File: config.mk
export PLATFORM = sky130hd
export DESIGN_NAME = fp16_acc_seq
export DESIGN_NICKNAME = d
export VERILOG_FILES = /design/src/rtl/fp16_pkg.sv /design/src/rtl/fp16_acc_seq.sv
export SDC_FILE = /design/constraint.sdc
export NUM_CORES = 1
export LEC_CHECK = 0
export ABC_AREA = 1
export CAP_MARGIN = 20
export CORE_ASPECT_RATIO = 0.75
export CORE_UTILIZATION = 45
export CTS_CLUSTER_SIZE = 30
export DETAILED_ROUTE_END_ITERATION = 16
export PLACE_DENSITY = 0.8
export SLEW_MARGIN = 10
export SYNTH_ARGS = -nofsm -noshare
export SYNTH_HDL_FRONTEND = slang
export SYNTH_SLANG_ARGS = --single-unit
File: constraint.sdc
create_clock -name clk -period 1.5 [get_ports clk]
set_input_delay 0.15 -clock clk [delete_from_list [all_inputs] [get_ports clk]]
set_output_delay 0.15 -clock clk [all_outputs]
set_load 0.01 [all_outputs]
File: src/rtl/fp16_pkg.sv
// Shared FP16 types, accumulation-sequencer states and helpers.
package fp16_pkg;

  typedef logic [15:0] fp16_t;

  typedef enum logic [2:0] {ACCEPT, ISSUE, ARM, WAIT, OUT} acc_state_e;

  localparam fp16_t       FP16_ZERO    = 16'h0000;
  localparam logic [14:0] FP16_MAX_MAG = 15'h7BFF;

  // Both +0 and -0 count as zero; the sign bit is ignored.
  function automatic logic fp16_is_zero(input fp16_t x);
    return (x[14:0] == 15'd0);
  endfunction

endpackage

File: src/rtl/fp16_acc_seq.sv
// FP16 accumulation sequencer: one add per nonzero term, one result per LEN terms.
// Latency: 1 cycle per skipped term, 3 + adder latency per add; backpressure: holds OUT until out_ready. Macro FP16_ACC_SAT_EN saturates on overflow.
module fp16_acc_seq
  import fp16_pkg::*;
#(
  parameter int LEN   = 16,
  parameter int CNT_W = $clog2(LEN + 1)
) (
  input  logic        clk,
  input  logic        reset,
  input  logic        in_valid,
  output logic        in_ready,
  input  logic [15:0] in_data,
  output logic        out_valid,
  input  logic        out_ready,
  output logic [15:0] out_data,
  output logic        out_ovf,
  output logic        out_unf,
  output logic        add_st,
  output logic [15:0] add_a,
  output logic [15:0] add_b,
  input  logic        add_done,
  input  logic        add_ovf,
  input  logic        add_unf,
  input  logic [15:0] add_sum
);

  localparam logic [CNT_W-1:0] LAST = CNT_W'(LEN);

  acc_state_e       state, state_nxt;
  fp16_t            acc, a_q, b_q;
  logic [CNT_W-1:0] cnt;
  logic [CNT_W-1:0] cnt_inc;
  logic             first, ovf_abort, ovf_q, unf_q;
  logic             skip, accept, wait_hit, take;

  assign cnt_inc  = cnt + CNT_W'(1);
  assign skip     = first | fp16_is_zero(in_data) | ovf_abort;
  assign accept   = (state == ACCEPT) && in_valid;
  assign wait_hit = (state == WAIT) && (add_done | add_ovf);
  assign take     = (state == OUT) && out_ready;

  always_ff @(posedge clk) begin
    if (reset) state <= ACCEPT;
    else       state <= state_nxt;
  end

  always_comb begin
    state_nxt = state;
    case (state)
      ACCEPT: if (in_valid) state_nxt = !skip ? ISSUE : ((cnt_inc == LAST) ? OUT : ACCEPT);
      ISSUE:  state_nxt = ARM;
      // done/ovf seen here are leftovers from the previous add
      ARM:    state_nxt = WAIT;
      WAIT:   if (add_done | add_ovf) state_nxt = (cnt == LAST) ? OUT : ACCEPT;
      OUT:    if (out_ready) state_nxt = ACCEPT;
      default: state_nxt = ACCEPT;
    endcase
  end

  always_ff @(posedge clk) begin
    if (reset) begin
      acc       <= FP16_ZERO;
      a_q       <= FP16_ZERO;
      b_q       <= FP16_ZERO;
      cnt       <= '0;
      first     <= 1'b1;
      ovf_abort <= 1'b0;
      ovf_q     <= 1'b0;
      unf_q     <= 1'b0;
    end else begin
      if (accept) begin
        cnt <= cnt_inc;
        a_q <= acc;
        b_q <= in_data;
        if (first) begin
          acc   <= in_data;
          first <= 1'b0;
        end
      end
      if (wait_hit) begin
        if (add_ovf) begin
          ovf_q <= 1'b1;
`ifdef FP16_ACC_SAT_EN
          acc <= {b_q[15], FP16_MAX_MAG};
`else
          ovf_abort <= 1'b1;
`endif
        end else begin
          acc   <= add_sum;
          unf_q <= unf_q | add_unf;
        end
      end
      if (take) begin
        acc       <= FP16_ZERO;
        cnt       <= '0;
        first     <= 1'b1;
        ovf_abort <= 1'b0;
        ovf_q     <= 1'b0;
        unf_q     <= 1'b0;
      end
    end
  end

  assign in_ready  = (state == ACCEPT);
  assign out_valid = (state == OUT);
  assign out_data  = out_valid ? acc : FP16_ZERO;
  assign out_ovf   = ovf_q;
  assign out_unf   = unf_q;
  assign add_st    = (state == ISSUE);
  assign add_a     = a_q;
  assign add_b     = b_q;

endmodule

==> run_results.csv <==
group,metric,value,unit
run_status,outcome,"finished, violations left",
run_status,failed_checks,"negative setup slack",
floorplan,die_w,90.70,microns
logic_synthesis,seq_area_frac_synth,44.49,%
sta,period_needed,1841,ps
route,first_pass_iters,5,
sta,setup_violations,43,
logic_synthesis,yosys_warnings,0,
route,drc,0,
grt,grt_pass1_vias,2611,
clocking,cts.clk_slew.worst_paths,60,ps
clocking,cts_tree,"built",
hold_path,hold_path_class,"in -> reg",
critical_path,critPathLaunchType,"register",
logic_synthesis,netlist_instances,377,
route,postRouteAntennaNets,0,
finish,fin_util,78.88,%
route,via_per_inst,5.081,
sta,setup_slack,-340.9,ps
pwr,leakage,1.936,nW
sta,worstMarginPinSlew,354.1,ps
pwr,finalPower,4.140,mW
floorplan,core-area,5497,sq um
placement,dp.final_hpwl,5.656,mm
grt,grt_use_total,27.59,%
grt,grt_max_degree,28,
clocking,clock_sinks,59,
route,wirelength,8.689,mm
critical_path,worstPathRequired,1350,ps
sta,skew,3.891,ps
grt,antenna_found_initial,0,
grt,overflow,0,
logic_synthesis,synth_area,2655,sq um
floorplan,pin_count,92,
critical_path,crit_fanout,3,
sta,fmax,543.2,MHz
clocking,cts_inserted_buffers,9,
route,wl_per_cell,14.75,microns
placement,port_buffers,91,
pwr,pwr_density_cell,954.9,nW/um^2
logic_synthesis,syn_avg_cell_area,7.043,sq um
sta,timing.final.hold_violations,0,
clocking,cts_root_buf,"clkbuf_8",
finish,nets,552,
floorplan,start_util,48.30,%
placement,place.gp.congestion,0.8331,
logic_synthesis,ys_ff_latch,59,
sta,slew_viol_final,0,
sta,hold_slack,379.0,ps
critical_path,crit_top_cell,"buf_6",
critical_path,arrival,1690,ps
run,maxCapViolCount,0,
critical_path,crit_path_end_kind,"output port",
critical_path,cp_slowest_stage_delay,340,ps
sta,rsz0062_at_grt,"true",
clocking,htree_levels,3,
critical_path,cp_top_family,"buffers and inverters",
clocking,clock_path_buffers,2,
clocking,clkLatencyLatePin,340,ps
floorplan,die_y,68.52,microns
finish,diodes,0,
logic_synthesis,syn-num-nets,419,
critical_path,critPathBufInv,5,
route,drtIter0Drc,290,
clocking,hold_buffers,0,
floorplan,die_area,6214,sq um
pwr,ir_drop,0.8306,mV
critical_path,critPathSlowestCell,"dfxtp_2",
floorplan,rows,23,
logic_synthesis,ys_types,30,
finish,final_cell_mix,"72 x clkdlybuf4s50_1, 63 x nor2_1, 57 x dfxtp_1",
sta,finalCritPeriodShare,122.7,%
route,dr_total_vias,2993,
critical_path,path_cells,"nor3_4 > clkinvlp_4 > buf_6 > buf_6 > buf_6 > nor2_1 > buf_2",
grt,grt_pass1_wl,12.84,mm
finish,layout_commonest_cell,"clkdlybuf4s50_1",
finish,layout-drive-gt1-share,26.26,%
sta,relSlewSlack,76.36,%
critical_path,worst-setup-path-type,"reg -> out",
finish,syn_to_final_growth,63.29,%
-- report_power, final --
group	internal (mW)	total [mW]	switching [mW]
combinational	0.514	1.07	0.557
clock	0.627	1.24	0.612
sequential	1.73	1.83	0.0965
total	2.87	4.14	1.27
-- metrics by stage --
step	setup WS, ps	cell area [sq um]	setup TNS [ps]	cells
final	-340.9	4335	-10650	589
after global routing	-416.1	4335	-12710	589
after CTS	-353.9	4129	-9292	582
after detailed placement	-99.57	3776	-1654	552
after global placement	-39.12	3776	-279.8	552
after floorplan	143.3	2655	0	377
-- what timing repair did --
action / CTS / global route
gates cloned: 2 / 0
pin swaps: 6 / 10
resized for setup: 123 / 39
setup buffers: 15 / 9
hold endpoints to repair: 0 / 0
setup endpoints to repair: 30 / 47
-- sequential cells by signal, summed over array words and instances, names as in the netlist --
| register | flops |
|---|---|
| add_b | 16 |
| out_unf | 1 |
| first | 1 |
| out_ovf | 1 |
| state | 3 |
| cnt | 5 |
| add_a | 16 |
| acc | 16 |
-- cell usage after synthesis, drive strengths merged --
master	count	area [sq um]
nor2	89	357.8
dfxtp	59	1181
inv	54	202.7
o21ai	52	271.5
nand2	44	172.7
a21oi	37	188.9
buf	11	67.57
nand3	7	52.55
clkbuf	6	23.77
nor3	6	35.03
o211ai	4	30.03
ha	3	37.54
nand4	2	12.51
a211oi	1	7.510
a31oi	1	6.260
o21a	1	7.510
-- layer usage --
layer	GRT usage (%)	routed length, microns	share of wire (%)
met5	0	0	0
met4	10.08	110	1.3
met3	9.211	879	10
met2	45.17	3962	46
met1	34.45	3737	43
-- cell families after synthesis --
| logic type | after synthesis | share of synthesized area, % |
|---|---|---|
| AO/OA/AOI/OAI | 96 | 19.27 |
| adder cells (fa/ha/maj) | 3 | 1.414 |
| flip-flops | 59 | 44.49 |
| AND/OR/NAND/NOR | 148 | 23.75 |
| buffers and inverters | 71 | 11.07 |
-- tightest hold or removal path, cell delays in order --
cell	delay, ps
clkdlybuf4s50_1	400
nand2_1	80
a21oi_2	50
-- cell type report --
class	count	area (sq um)
clock buffer	12	145.1
tap	75	93.84
clock inverter	3	15.01
timing repair inverter	1	7.507
fill	362	1161
multi-input combinational	247	1341
sequential	59	1184
inverter	54	217.7
timing repair buffer	138	1331
-- final timing paths --
path	startpoint	end	slack [ps]	cells past startpoint
worst max-delay path	state[1]	out_data[2]	-340	7
worst min-delay path	add_unf	out_unf	380	3
worst max register to register	state[1]	acc[9]	-340	11
worst min register to register	out_unf	out_unf	470	2
Note: power is estimated with default switching activity, not from simulation.
